$ cat src/rtl/seq_divider.sv
// seq_divider: multi-cycle restoring divider, one quotient bit per clock.
// The controller pulses start with ACC as dividend and MDR as divisor. It stalls while
// busy is high and loads quotient into ACC on the one-cycle done pulse.
// Optional macro DIVIDER_SIGNED_EN: two's-complement operands. The core divides
// magnitudes, and the result signs are applied on the final step, so latency is
// unchanged.
// Handshake: start is sampled only in IDLE, and there is no back-pressure. busy is high
// for the WIDTH iteration cycles. done is high for exactly one cycle, when quotient,
// remainder and div_by_zero take their new values. Those outputs then hold until the
// next done or until reset.
module seq_divider #(
  parameter int WIDTH = 16,
  parameter int CNT_W = 5
) (
  input  logic             clk,
  input  logic             rst,
  input  logic             start,
  input  logic [WIDTH-1:0] dividend,
  input  logic [WIDTH-1:0] divisor,
  output logic [WIDTH-1:0] quotient,
  output logic [WIDTH-1:0] remainder,
  output logic             busy,
  output logic             done,
  output logic             div_by_zero
);

  typedef enum logic [1:0] {IDLE = 2'd0, RUN = 2'd1, DONE = 2'd2} state_t;

  state_t state, state_next;

  // Working registers: the dividend shift register also collects quotient bits from
  // the LSB end as the dividend bits leave at the MSB end.
  logic [WIDTH-1:0] dvd_q;
  logic [WIDTH-1:0] dvs_q;
  logic [WIDTH-1:0] prem_q;
  logic [CNT_W-1:0] cnt_q;

  // Operand values as captured at accept (magnitudes in the signed build).
  logic [WIDTH-1:0] dvd_in;
  logic [WIDTH-1:0] dvs_in;

  // One restoring step.
  logic [WIDTH:0]   shifted;
  logic [WIDTH:0]   trial;
  logic             trial_ok;
  logic [WIDTH-1:0] step_quo;
  logic [WIDTH-1:0] step_rem;

  // Results written to the output registers on the final step.
  logic [WIDTH-1:0] fin_quo;
  logic [WIDTH-1:0] fin_rem;

`ifdef DIVIDER_SIGNED_EN
  logic q_neg_q;
  logic r_neg_q;

  // Capture magnitudes. 0x8000 maps onto itself, which is still the correct unsigned magnitude.
  assign dvd_in = dividend[WIDTH-1] ? -dividend : dividend;
  assign dvs_in = divisor[WIDTH-1]  ? -divisor  : divisor;
  // Restore the signs in the final-step cycle. Quotient sign follows the operand XOR;
  // remainder sign follows the dividend.
  assign fin_quo = q_neg_q ? -step_quo : step_quo;
  assign fin_rem = r_neg_q ? -step_rem : step_rem;
`else
  assign dvd_in  = dividend;
  assign dvs_in  = divisor;
  assign fin_quo = step_quo;
  assign fin_rem = step_rem;
`endif

  // Shift the next dividend bit into the partial remainder and try to subtract the
  // divisor. The result is kept one bit wider so its MSB acts as the borrow flag.
  always_comb begin
    shifted  = {prem_q, dvd_q[WIDTH-1]};
    trial    = shifted - {1'b0, dvs_q};
    trial_ok = ~trial[WIDTH];
    step_rem = trial_ok ? trial[WIDTH-1:0] : shifted[WIDTH-1:0];
    step_quo = {dvd_q[WIDTH-2:0], trial_ok};
  end

  // State register
  always_ff @(posedge clk) begin
    if (rst) state <= IDLE;
    else     state <= state_next;
  end

  // Next-state logic: a zero divisor skips RUN entirely
  always_comb begin
    state_next = state;
    case (state)
      IDLE: begin
        if (start) state_next = (divisor == '0) ? DONE : RUN;
      end
      RUN: begin
        if (cnt_q == '0) state_next = DONE;
      end
      DONE:    state_next = IDLE;
      default: state_next = IDLE;
    endcase
  end

  // Status outputs decoded from state
  always_comb begin
    busy = 1'b0;
    done = 1'b0;
    case (state)
      RUN:     busy = 1'b1;
      DONE:    done = 1'b1;
      default: ;
    endcase
  end

  // Datapath: capture at accept, iterate in RUN, and update the visible results only on completion
  always_ff @(posedge clk) begin
    if (rst) begin
      dvd_q       <= '0;
      dvs_q       <= '0;
      prem_q      <= '0;
      cnt_q       <= '0;
      quotient    <= '0;
      remainder   <= '0;
      div_by_zero <= 1'b0;
`ifdef DIVIDER_SIGNED_EN
      q_neg_q     <= 1'b0;
      r_neg_q     <= 1'b0;
`endif
    end else begin
      case (state)
        IDLE: begin
          if (start) begin
            dvd_q  <= dvd_in;
            dvs_q  <= dvs_in;
            prem_q <= '0;
            cnt_q  <= CNT_W'(WIDTH - 1);
`ifdef DIVIDER_SIGNED_EN
            q_neg_q <= dividend[WIDTH-1] ^ divisor[WIDTH-1];
            r_neg_q <= dividend[WIDTH-1];
`endif
            if (divisor == '0) begin
              quotient    <= '1;
              remainder   <= dividend;
              div_by_zero <= 1'b1;
            end
          end
        end
        RUN: begin
          dvd_q  <= step_quo;
          prem_q <= step_rem;
          if (cnt_q == '0) begin
            quotient    <= fin_quo;
            remainder   <= fin_rem;
            div_by_zero <= 1'b0;
          end else begin
            cnt_q <= cnt_q - CNT_W'(1);
          end
        end
        default: ;
      endcase
    end
  end

endmodule
$ cat config.mk
export PLATFORM = sky130hd
export DESIGN_NAME = seq_divider
export DESIGN_NICKNAME = d
export VERILOG_FILES = /design/src/rtl/seq_divider.sv
export SDC_FILE = /design/constraint.sdc
export NUM_CORES = 1
export LEC_CHECK = 0
export CAP_MARGIN = 20
export CELL_PAD_IN_SITES_DETAIL_PLACEMENT = 1
export CELL_PAD_IN_SITES_GLOBAL_PLACEMENT = 1
export CORE_MARGIN = 4
export CORE_UTILIZATION = 43
export DETAILED_ROUTE_END_ITERATION = 7
export GPL_ROUTABILITY_DRIVEN = 0
export HOLD_SLACK_MARGIN = 0.05
export PLACE_DENSITY = 0.87
export SETUP_SLACK_MARGIN = 0.15
export SYNTH_ARGS = -nofsm -noshare
export SYNTH_HDL_FRONTEND = slang
export SYNTH_SLANG_ARGS = --single-unit
$ cat constraint.sdc
create_clock -name clk -period 4.76 [get_ports clk]
set_input_delay 0.952 -clock clk [delete_from_list [all_inputs] [get_ports clk]]
set_output_delay 0.952 -clock clk [all_outputs]
set_load 0.05 [all_outputs]
==> impl_metrics.ini, run 1 <==
[outcome]
status = completed

[clocking]
clock_tree.root_cell = sky130_fd_sc_hd__clkbuf_8
clock_path_buffers = 2
ctsHtreeMaxLevel = 3
hold_buffer_count_at_cts = 0
clk-insertion-delay-late_ps = 380
cts_resized = 0
number_of_clock_buffers_inserted_by_tritoncts = 9
post_cts.repair.setup_buffers = 0
cts.clk_slew.worst_paths_ps = 90
cts_tree = done
numClockSinks = 88

[logic_synthesis]
distinct_cell_type_count_after_synthesis = 52
synth.largest_area_cell = sky130_fd_sc_hd__dfxtp_1
synth_top_cell_area_share_pct = 38.3
mean_instance_size_in_the_synthesized_netlist_um2 = 8.20
yosysSeqAreaShare_pct = 38.3
synth_fp_nets = 615
postSynth.asyncResetShare_pct = 0
synth.yosys.warnings = 0
yosys-top-cells-area = sky130_fd_sc_hd__dfxtp_1 (38%), sky130_fd_sc_hd__a21oi_1 (7.6%), sky130_fd_sc_hd__nand2_1 (7.5%)
synth.ff_latch_count = 88
postSynthCellCount = 561
synth_common_cells = sky130_fd_sc_hd__nand2_1 (92), sky130_fd_sc_hd__dfxtp_1 (88), sky130_fd_sc_hd__a21oi_1 (70)
yosysMostFrequentCell = sky130_fd_sc_hd__nand2_1
number_of_flops_mapped_to_enable_cells_by_yosys = 0
synth_top_flop_cell = sky130_fd_sc_hd__dfxtp_1
netlist_area_um2 = 4600

[min_path]
hp-start = dvs_q[11]
hold_class = reg2reg
hold_path_end = dvs_q[11]
whs_path_depth = 2

[setup_path]
timing.critical_path.required_ps = 5020
reg2reg_depth = 10
rr_endpoint = prem_q[14]
critPathMaxFanout = 47
endpoint_kind = flip-flop
r2r-start = dvd_q[15]
regToRegSetupSlack_ps = 1620
cp-start-kind = input pin
cp_data_arrival_time_ps = 3590
crit_type = in2reg

[timing]
timing.clock.skew_ps = 9.86
slew_violations = 0
setup_tns_ps = 0
slew-limit-headroom_pct = 46.7
finalCritPeriodShare_pct = 69.8
unrepaired_setup_endpoints_after_global_routing = false
timing.final.hold_violations = 0
worst_pin_slew_ps = 799
setup_viol = 0
period_minus_slack_ps = 3320
timing.fmax_ghz = 0.301
worst_hold_slack_ps = 464

[detailed_routing]
antenna_left = 0
routed_wirelength_um = 14000
drt_iter0_drc = 205
via_density_per_instance = 5.79
drt_drc = 0
wl_per_cell_um = 18.5
dr_total_vias = 4370
drt_pass1_iterations = 4

[global_routing]
global_route.overflow_total = 0
first_global_vias = 4618
grt_first_pass_wirelength_um = 23000
overall_global_routing_resource_usage_pct = 22.5
maximum_number_of_pins_on_one_net_before_global_route_repair = 56
grt_antenna_before_repair = 0

[power_and_ir_drop]
static-leakage-power_nw = 2.09
ir_worst_vdd_uv = 253
pwr_density_cell_nw_per_um2 = 524

[placement]
detailed_place_hpwl_um = 10200
portBuffers = 69

[floorplanning]
core_area_um2 = 10400
num_rows = 37
num_io_pins = 70
dieWidth_um = 111
floorplan.die.height_um = 111
die-area_um2 = 12400
initial_core_util_pct = 44.4

[layout]
sequential_cell_area_um2 = 1760
design.final.nets = 668
num_antenna_cells = 0
post_route_cells_drive_above_1_share_pct = 7.59
num-fill-cells = 1264
multi_input_comb_area_um2 = 2530
synthToLayoutAreaGrowth_pct = 19.3

[flow_run]
maxCapViolations = 0
## stage by stage
step	std cells	instance area (um2)	setup slack, ps	total power, mW	utilization [%]
4_1_cts	755	5490	1440	2.88	52.9
6_report	755	5490	1440	2.88	52.9
3_3_place_gp	739	5290	1160	2.26	51.0
2_1_floorplan	561	4600	2360	1.99	-
3_5_place_dp	739	5290	1050	2.33	51.0
5_1_grt	755	5490	1190	3.06	52.9
## flip-flops by register name, indices dropped and copies added, names as in the netlist
register and flops:
dvd_q 16, dvs_q 16, prem_q 16, quotient 16, remainder 16, cnt_q 5
state 2, div_by_zero 1
## placed cells by master, fill, tap and decap left out, drive strengths merged, types with 14 or more instances in the layout
cell and n:
nand2 92, dfxtp 88, a21oi 70, clkdlybuf4s50 68, nor2 57, o21ai 37
inv 25, ha 18, a211oi 18, a311oi 16, mux2i 14
## how the worst max path moves through the flow
stage,start,cells past startpoint,end
6_report,divisor[15],8,remainder[10]
5_1_grt,divisor[15],8,remainder[10]
4_1_cts,divisor[15],8,remainder[10]
3_5_place_dp,divisor[15],8,remainder[10]
3_3_place_gp,divisor[15],8,remainder[7]
2_1_floorplan,dvd_q[15],11,prem_q[12]
## where the power goes
group	switching [mW]	internal, mW
combinational	0.891	0.522
sequential	0.0842	0.846
clock	0.287	0.246
total	1.26	1.61
## area by class of cell
cell class,instances,share of cell area [%]
repair buffers,76,13.5
well taps,136,3.10
clock inverters,6,1.21
flip-flops and latches,88,32.1
clock buffers,10,2.33
inverters,23,1.57
multi-input cells,416,46.2
## routing by layer
layer | share of wire [%] | GRT usage [%] | vias to the layer above
met5 | 0 | 0 | -
met4 | 2.9 | 9.65 | 0
met3 | 3.7 | 3.04 | 33
met2 | 49 | 38.2 | 120
met1 | 44 | 28.7 | 2129
li1 | - | - | 2088
## worst max-delay path, cell delays in order
cell and delay (ps):
sky130_fd_sc_hd__clkdlybuf4s50_1 420, sky130_fd_sc_hd__nor4_1 530, sky130_fd_sc_hd__and4_1 360, sky130_fd_sc_hd__nor2_1 70
sky130_fd_sc_hd__and2b_4 650, sky130_fd_sc_hd__nor2_1 260, sky130_fd_sc_hd__a22oi_1 270, sky130_fd_sc_hd__a21oi_1 60
## cell families (layout without fill, tap and decap cells)
logic type                 count (synthesis)  after routing  synth area share, %
xor gates and xnor gates                  15             15                 2.86
adders and majority gates                 19             19                 5.33
buffers and inverters                     57            115                 6.64
AOI/OAI and AO/OA                        172            172                 24.7
and+or+nand+nor                          194            194                 18.5
DFF                                       88             88                 38.3
muxes                                     16             16                 3.70
Power figures use the tool's default switching activity.
==> run 2: changes to the inputs <==
--- a/config.mk
+++ b/config.mk
@@ -9,11 +9,11 @@
 export CELL_PAD_IN_SITES_DETAIL_PLACEMENT = 1
 export CELL_PAD_IN_SITES_GLOBAL_PLACEMENT = 1
 export CORE_MARGIN = 4
-export CORE_UTILIZATION = 43
+export CORE_UTILIZATION = 40
 export DETAILED_ROUTE_END_ITERATION = 7
 export GPL_ROUTABILITY_DRIVEN = 0
 export HOLD_SLACK_MARGIN = 0.05
-export PLACE_DENSITY = 0.87
+export PLACE_DENSITY = 0.81
 export SETUP_SLACK_MARGIN = 0.15
 export SYNTH_ARGS = -nofsm -noshare
 export SYNTH_HDL_FRONTEND = slang
==> constraint.sdc (replaced) <==
create_clock -name clk -period 3.38 [get_ports clk]
set_input_delay 0.676 -clock clk [delete_from_list [all_inputs] [get_ports clk]]
set_output_delay 0.676 -clock clk [all_outputs]
set_load 0.05 [all_outputs]
==> impl_metrics.ini, run 2 (synthesis gave the netlist of run 1 again) <==
[outcome]
status = completed

[setup_path]
crit_type = reg2reg
r2r-start = dvd_q[15]
worst_setup_path_endpoint = prem_q[7]
rr_endpoint = prem_q[7]
timing.critical_path.cells = inv_1, ha_1, fa_1, nand2b_1, a21oi_1, o21ai_2, a211oi_2, buf_12, mux2i_1, a21oi_1
cp-start-kind = flip-flop
endpoint_kind = flip-flop
cp_data_arrival_time_ps = 3210
reg2reg_depth = 10
critPathMaxFanout = 18
slowest_stage = sky130_fd_sc_hd__fa_1
crit_start = dvd_q[15]
timing.critical_path.required_ps = 3560
timing.critical_path.slowest_cell_delay_ps = 410
regToRegSetupSlack_ps = 350
crit_top_cell = sky130_fd_sc_hd__a21oi_1

[clocking]
hold_buffer_count_at_cts = 0
ctsHtreeMaxLevel = 3
clock_path_buffers = 2
cts_resized = 0
numClockSinks = 88
number_of_clock_buffers_inserted_by_tritoncts = 9
cts.clk_slew.worst_paths_ps = 70
post_cts.repair.setup_buffers = 0
clock_tree.root_cell = sky130_fd_sc_hd__clkbuf_16
clk-insertion-delay-late_ps = 340
cts_tree = done

[floorplanning]
dieWidth_um = 115
initial_core_util_pct = 41.7
num_io_pins = 70
die-area_um2 = 13300
floorplan.die.height_um = 115
num_rows = 38
core_area_um2 = 11000

[timing]
slew-limit-headroom_pct = 47.6
timing.fmax_ghz = 0.330
setup_ws_ps = 350
setup_viol = 0
finalCritPeriodShare_pct = 89.7
timing.clock.skew_ps = 7.90
worst_pin_slew_ps = 777
slew_violations = 0
unrepaired_setup_endpoints_after_global_routing = false
timing.final.hold_violations = 0
period_minus_slack_ps = 3030
setup_tns_ps = 0

[layout]
synthToLayoutAreaGrowth_pct = 22.7
post_route_cells_drive_above_1_share_pct = 8.06
design.final.nets = 669
fin_cells = 760
sequential_cell_area_um2 = 1760
num-fill-cells = 1358
multi_input_comb_area_um2 = 2540
mostFrequentLayoutCell = sky130_fd_sc_hd__nand2_1
most-common-layout-cells = sky130_fd_sc_hd__nand2_1 (92), sky130_fd_sc_hd__dfxtp_1 (88), sky130_fd_sc_hd__a21oi_1 (70), sky130_fd_sc_hd__clkdlybuf4s50_1 (67), sky130_fd_sc_hd__nor2_1 (56)
num_antenna_cells = 0

[placement]
detailedPlace.worstSlack_ps = 285
placed_cells = 744
portBuffers = 69
detailed_place_hpwl_um = 10100

[power_and_ir_drop]
p_total_mw = 4.41
ir_worst_vdd_uv = 345
pwr_density_cell_nw_per_um2 = 781
static-leakage-power_nw = 2.15

[global_routing]
grt_antenna_before_repair = 0
global_route.overflow_total = 0
grt_first_pass_wirelength_um = 22800
maximum_number_of_pins_on_one_net_before_global_route_repair = 48
first_global_vias = 4512
overall_global_routing_resource_usage_pct = 21.5

[detailed_routing]
antenna_left = 0
wl_per_cell_um = 18.5
routed_wirelength_um = 14100
via_density_per_instance = 5.65
drt_pass1_iterations = 4
drt_drc = 0
dr_total_vias = 4293
drt_iter0_drc = 203

[min_path]
hold_class = reg2reg

[flow_run]
maxCapViolations = 0
[run 2: how the worst min path moves through the flow]
stage                start     endpoint  slack (ps)  cells past startpoint
2_1_floorplan    dvs_q[10]    dvs_q[10]         440                      2
3_3_place_gp   quotient[0]  quotient[0]         450                      2
3_5_place_dp     dvs_q[12]    dvs_q[12]         450                      2
4_1_cts          dvs_q[12]    dvs_q[12]         460                      2
5_1_grt           dvs_q[7]     dvs_q[7]         480                      2
6_report          dvs_q[8]     dvs_q[8]         460                      2
[run 2: critical path: cells and delay by family (launching register included)]
kind	cells	cell delay (ps)
buffers and inverters	2	300
AND/OR/NAND/NOR	1	190
multiplexers	1	410
adder cells (fa/ha/maj)	2	640
AO/OA/AOI/OAI	4	970
flip-flops	1	360
[run 2: cell type report]
cell class                 instances  share of cell area [%]
timing repair buffer              77                    13.6
sequential                        88                    31.2
inverter                          23                    1.53
tap                              140                    3.10
clock inverter                     6                    1.33
clock buffer                      10                    4.24
multi-input combinational        416                    45.0
[run 2: where the power goes]
group / leakage, nW / switching, mW / internal (mW)
clock: 0.151 / 0.453 / 0.604
sequential: 0.721 / 0.116 / 1.19
combinational: 1.28 / 1.27 / 0.771
[run 2: metal layers]
metal / track usage (%) / vias up / wire (um)
li1: - / 2097 / -
met1: 27.7 / 2074 / 6170
met5: 0 / - / 0
met4: 6.89 / 0 / 263
met2: 36.3 / 100 / 7030
met3: 4.00 / 22 / 611
[run 2: metrics by stage]
step                util [%]  instance area, um2  hold slack, ps
floorplan                  -                4600             436
global placement        48.3                5330             445
detailed placement      48.3                5330             452
CTS                     51.1                5640             462
global route            51.1                5640             479
finish                  51.1                5640             459
